==> src/rtl/uart_tick_tx.sv <==
// uart_tick_tx: UART transmitter paced by an external baud-rate tick.
//
// A word is accepted in IDLE and sent as one frame: a start bit (0), DATA_BITS
// data bits LSB first, an optional parity bit, then STOP_BITS stop bits (1).
// Each bit lasts one BaudTick period. Tx is driven only from a flop, so it
// changes in the cycle after each counted tick.
//
// Parameters:
//   DATA_BITS  data bits per frame, 5..9
//   PARITY     0 none, 1 even, 2 odd
//   STOP_BITS  1 or 2
//
// Ports:
//   Clk        system clock, rising edge
//   Reset      asynchronous, active-high reset
//   BaudTick   one-cycle enable per bit period; a tick held high for several
//              cycles counts once per cycle
//   Data       word to transmit
//   Valid      Data is offered for transfer
//   Ready      the block accepts a word this cycle
//   Tx         serial line, idle high
//   Busy       a frame is accepted and not yet complete
//   dbg_state  current FSM state (0 IDLE, 1 START, 2 DATA, 3 PARITY, 4 STOP)
//
// Handshake: a word transfers on a rising Clk edge where Valid and Ready are
// both 1. Ready depends only on internal state, never on Valid. Once a word
// is taken, Data and Valid are ignored until the block returns to IDLE.

module uart_tick_tx #(
  parameter int DATA_BITS = 8,
  parameter int PARITY    = 0,
  parameter int STOP_BITS = 1
) (
  input  logic                 Clk,
  input  logic                 Reset,
  input  logic                 BaudTick,
  input  logic [DATA_BITS-1:0] Data,
  input  logic                 Valid,
  output logic                 Ready,
  output logic                 Tx,
  output logic                 Busy,
  output logic [2:0]           dbg_state
);

  // Elaboration guard on the parameter ranges.
  generate
    if (DATA_BITS < 5 || DATA_BITS > 9) begin : g_bad_data_bits
      $error("uart_tick_tx: DATA_BITS must be in 5..9");
    end
    if (PARITY < 0 || PARITY > 2) begin : g_bad_parity
      $error("uart_tick_tx: PARITY must be 0, 1 or 2");
    end
    if (STOP_BITS != 1 && STOP_BITS != 2) begin : g_bad_stop_bits
      $error("uart_tick_tx: STOP_BITS must be 1 or 2");
    end
  endgenerate

  localparam int                 CNT_W     = $clog2(DATA_BITS) + 1;
  localparam logic [CNT_W-1:0]   BIT_LAST  = CNT_W'(DATA_BITS);
  localparam logic               ODD       = (PARITY == 2);
  localparam logic               HAS_PAR   = (PARITY != 0);
  localparam logic               STOP_LAST = (STOP_BITS == 2);

  typedef enum logic [2:0] {
    S_IDLE   = 3'd0,
    S_START  = 3'd1,
    S_DATA   = 3'd2,
    S_PARITY = 3'd3,
    S_STOP   = 3'd4
  } state_t;

  state_t               state;
  state_t               state_n;
  logic                 armed;       // low from reset until the first Clk edge
  logic [DATA_BITS-1:0] shift;
  logic [CNT_W-1:0]     bit_cnt;     // data bits already placed on Tx
  logic                 start_sent;  // START: start bit is on the line
  logic                 par_bit;
  logic                 stop_cnt;
  logic                 tx_q;
  logic                 accept;

  assign accept = Valid && Ready;

  // State register
  always_ff @(posedge Clk or posedge Reset) begin
    if (Reset) begin
      state <= S_IDLE;
      armed <= 1'b0;
    end else begin
      state <= state_n;
      armed <= 1'b1;
    end
  end

  // Next-state logic. START covers both the wait for the first tick after
  // acceptance and the start bit itself; the tick that ends the start bit
  // puts data bit 0 on the line and enters DATA.
  always_comb begin
    state_n = state;
    unique case (state)
      S_IDLE:   if (accept) state_n = S_START;
      S_START:  if (BaudTick && start_sent) state_n = S_DATA;
      S_DATA:   if (BaudTick && bit_cnt == BIT_LAST)
                  state_n = HAS_PAR ? S_PARITY : S_STOP;
      S_PARITY: if (BaudTick) state_n = S_STOP;
      S_STOP:   if (BaudTick && stop_cnt == STOP_LAST) state_n = S_IDLE;
      default:  state_n = S_IDLE;
    endcase
  end

  // Datapath: shift register, counters and the Tx flop. Parity is computed
  // from the word at acceptance, since the shift register is consumed as
  // bits go out.
  always_ff @(posedge Clk or posedge Reset) begin
    if (Reset) begin
      tx_q       <= 1'b1;
      shift      <= '0;
      bit_cnt    <= '0;
      start_sent <= 1'b0;
      par_bit    <= 1'b0;
      stop_cnt   <= 1'b0;
    end else begin
      case (state)
        S_IDLE: begin
          if (accept) begin
            shift      <= Data;
            par_bit    <= (^Data) ^ ODD;
            bit_cnt    <= '0;
            start_sent <= 1'b0;
            stop_cnt   <= 1'b0;
          end
        end
        S_START: begin
          if (BaudTick) begin
            if (!start_sent) begin
              tx_q       <= 1'b0;
              start_sent <= 1'b1;
            end else begin
              tx_q    <= shift[0];
              shift   <= shift >> 1;
              bit_cnt <= CNT_W'(1);
            end
          end
        end
        S_DATA: begin
          if (BaudTick) begin
            if (bit_cnt != BIT_LAST) begin
              tx_q    <= shift[0];
              shift   <= shift >> 1;
              bit_cnt <= bit_cnt + 1'b1;
            end else if (HAS_PAR) begin
              tx_q <= par_bit;
            end else begin
              tx_q     <= 1'b1;
              stop_cnt <= 1'b0;
            end
          end
        end
        S_PARITY: begin
          if (BaudTick) begin
            tx_q     <= 1'b1;
            stop_cnt <= 1'b0;
          end
        end
        S_STOP: begin
          if (BaudTick && stop_cnt != STOP_LAST) stop_cnt <= 1'b1;
        end
        default: tx_q <= 1'b1;
      endcase
    end
  end

  // Outputs
  always_comb begin
    Ready     = armed && (state == S_IDLE);
    Busy      = (state != S_IDLE);
    Tx        = tx_q;
    dbg_state = state;
  end

endmodule
==> config.mk <==
export PLATFORM = sky130hd
export DESIGN_NAME = uart_tick_tx
export DESIGN_NICKNAME = d
export VERILOG_FILES = /design/src/rtl/uart_tick_tx.sv
export SDC_FILE = /design/constraint.sdc
export NUM_CORES = 1
export LEC_CHECK = 0
export ABC_AREA = 1
export CAP_MARGIN = 20
export CORE_MARGIN = 5
export CORE_UTILIZATION = 50
export DETAILED_ROUTE_END_ITERATION = 12
export DONT_BUFFER_PORTS = 1
export PLACE_DENSITY = 0.72
export SYNTH_ARGS = -nofsm -noshare
export SYNTH_HDL_FRONTEND = slang
export SYNTH_SLANG_ARGS = --single-unit
==> constraint.sdc <==
create_clock -name Clk -period 1.5 [get_ports Clk]
set_input_delay 0.225 -clock Clk [delete_from_list [all_inputs] [get_ports Clk]]
set_output_delay 0.225 -clock Clk [all_outputs]
set_load 0.01 [all_outputs]
==> flow_summary.yaml <==
run_status:
  outcome: "finished, final reports clean"
power_and_ir_drop:
  leakagePower_nw: 0.829
  power_w: 0.00356
  peakVddDrop_uv: 1450
  powerDensity_nw_per_um2: 2310
placed_design:
  gp_congestion: 0.839
  dp_slack_ns: 0.0855
  numPortBuffers: 0
  hpwlAfterDp_um: 1910
  dp_cells: 208
floorplanning:
  die_x_um: 58.0
  initial_core_util: 0.521
  fp.dieArea_um2: 3360
  core_um2: 2210
  die_h_um: 58.0
  row_count: 17
  ios: 18
worst_setup_path:
  crit_family: "simple AND/OR/NAND/NOR gates"
  end_kind: "flip-flop"
  cp.arrival_ns: 1.73
  cp_num_buf_inv: 3
  critPathKind: "reg -> reg"
  crit_slowest_cell: "dfrtp_2"
  crit_fanout: 8
  required_ns: 1.77
  start_kind: "flip-flop"
  cpPeakStageDelay_ns: 0.45
  worstPathCellList: "buf_6, nand2_4, inv_4, nor2_4, nand2_2, nor2_4, buf_6, nand3b_1, nand2_1"
timing:
  setup_violations: 0
  fin_skew_ns: 0.0179
  fin_ws_ns: 0.0355
  max_freq_mhz: 683
  min_period_ns: 1.46
  post-route-period-util: 0.976
  hold_violations: 0
  timing.hold.ws_ns: 0.0934
  slew_viol_final: 0
  setup_tns_ns: 0
  rsz0062_at_grt: "true"
yosys:
  syn_inst: 170
  synthFlopType: "dfrtp_1"
  syn_area_um2: 1150
  synth_edf_count: 0
  ys_seq_area_frac: 0.414
  synth_area_per_cell_um2: 6.78
  synth_cell_type_count: 20
  synthesis.nets: 184
  yosysWarningCount: 0
  yosys.area.top_type_share: 0.391
  synth-async-reset-ratio: 1.00
  synth_largest_area_cell: "dfrtp_1"
  ys_seq_elements: 19
  synthTopCellsByArea: "dfrtp_1 39%, nand2_1 24%, nand3_1 9.1%, inv_1 4.9%, nor2_1 4.6%"
clocking:
  cts.sinks: 19
  h-tree-depth: 1
  cts-root-buf: "clkbuf_4"
  clk_latency_ns: 0.32
  cts_made_buffers: 3
  cts_tree: "done"
  clk_pin_slew_ns: 0.13
  max-clock-path-buffers: 2
route:
  wire_per_inst_um: 13.4
  ant_nets: 0
  drcViolationCount: 0
  routed.top_layer: "met4"
  drtIter0Drc: 43
  wl_met3_um: 181
  wl_um: 3020
  num_vias: 1184
  drtPass1Iterations: 4
  wirelength_met1_um: 1260
  wl_met2_um: 1530
  drt-vias-per-instance: 5.24
run:
  drv_cap: 0
global_routing:
  grt_remaining_overflow: 0
  grt_usage: 0.166
  grt_pass1_wl_um: 4370
  grt_max_degree: 20
  first_global_vias: 962
  antenna_found_initial: 0
hold_path:
  hold_class: "in -> reg"
finish:
  most-common-layout-cells: "68 x nand2_1, 19 x buf_4, 15 x dfrtp_1"
  drive_above_1_share: 0.328
  instances_no_fill: 226
  fillers: 191
  mostFrequentLayoutCell: "nand2_1"
  layout.nets: 213
  area_delta_synth_final_pct: 33.8
  antennaDiodeCount: 0
==> routing by layer <==
layer / vias to the layer above / track usage
met5: - / 0
met4: 0 / 0.0695
li1: 587 / -
met3: 5 / 0.0223
met1: 552 / 0.238
met2: 40 / 0.252
==> cells in the mapped netlist (2+ instances only) <==
cell / number
nand4_1: 2
ha_1: 2
nand3b_1: 2
inv_2: 3
dfrtp_1: 18
nand3_1: 21
nor2_2: 3
o21ai_0: 4
inv_1: 15
nor2_1: 14
buf_4: 2
nand2_1: 74
a21oi_1: 3
==> cell type report <==
type                    instances  area [µm²]  share of cell area
multi-input cells             131         701               0.455
inverters                      18        75.1              0.0487
repair buffers                 25         218               0.141
repair inverters                1        5.00             0.00325
clock inverters                 1        5.00             0.00325
clock buffers                   3        22.5              0.0146
flip-flops and latches         19         480               0.312
well taps                      28        35.0              0.0227
==> sequential cells by signal (all words and copies together) (netlist names) <==
name / count
Tx: 1
start_sent: 1
armed: 1
dbg_state: 3
bit_cnt: 4
stop_cnt: 1
shift: 8
==> cells by family (layout without fill, tap and decap cells) <==
group | count (synthesis) | after routing | synth area share
and+or+nand+nor | 119 | 120 | 0.442
buffers and inverters | 21 | 48 | 0.0814
DFF | 19 | 19 | 0.414
AOI/OAI and AO/OA | 7 | 7 | 0.0304
adders and majority gates | 2 | 2 | 0.0217
other | 1 | 1 | 0.00325
xor gates and xnor gates | 1 | 1 | 0.00760
==> metrics by stage <==
step | utilization | instance area [µm²]
floorplan | - | 1150
global placement | 0.569 | 1260
detailed placement | 0.569 | 1260
CTS | 0.602 | 1330
global route | 0.697 | 1540
finish | 0.697 | 1540
==> path summary, 6_finish.rpt <==
kind	slack, ns	endpoint	start	cells past startpoint
max	0.04	shift[7]$_DFFE_PP0P_	dbg_state[1]$_DFFE_PP0P_	9
min	0.09	dbg_state[0]$_DFFE_PP0P_	Valid	2
max reg2reg	0.04	shift[7]$_DFFE_PP0P_	dbg_state[1]$_DFFE_PP0P_	9
min reg2reg	0.50	shift[7]$_DFFE_PP0P_	shift[7]$_DFFE_PP0P_	2
max in group asynchronous	0.85	Tx$_DFFE_PP1P_	Reset	3
min in group asynchronous	0.35	bit_cnt[1]$_DFFE_PP0P_	Reset	3
==> timing repair <==
| action | 4_1_cts | 5_1_grt |
|---|---|---|
| hold endpoints to repair | 18 | 0 |
| endpoints found under the setup margin | 2 | 17 |
| pin swaps | 1 | 21 |
| gates cloned | 0 | 2 |
| setup buffers | 3 | 8 |
| gates resized for setup | 5 | 36 |
| hold buffers | 1 | 0 |
==> worst reg2reg max path, stage by stage, from the launching register on <==
cell,delay [ns]
dfrtp_2,0.45
buf_6,0.15
nand2_4,0.06
inv_4,0.04
nor2_4,0.11
nand2_2,0.08
nor2_4,0.22
buf_6,0.18
nand3b_1,0.09
nand2_1,0.06
==> power by group <==
group | switching [W] | leakage (nW) | internal (W)
Combinational | 0.00141 | 0.570 | 0.000988
Clock | 0.000179 | 0.0177 | 0.0000997
Sequential | 0.000163 | 0.241 | 0.000720
Total | 0.00175 | 0.829 | 0.00181
(Power assumes the default switching activity.)
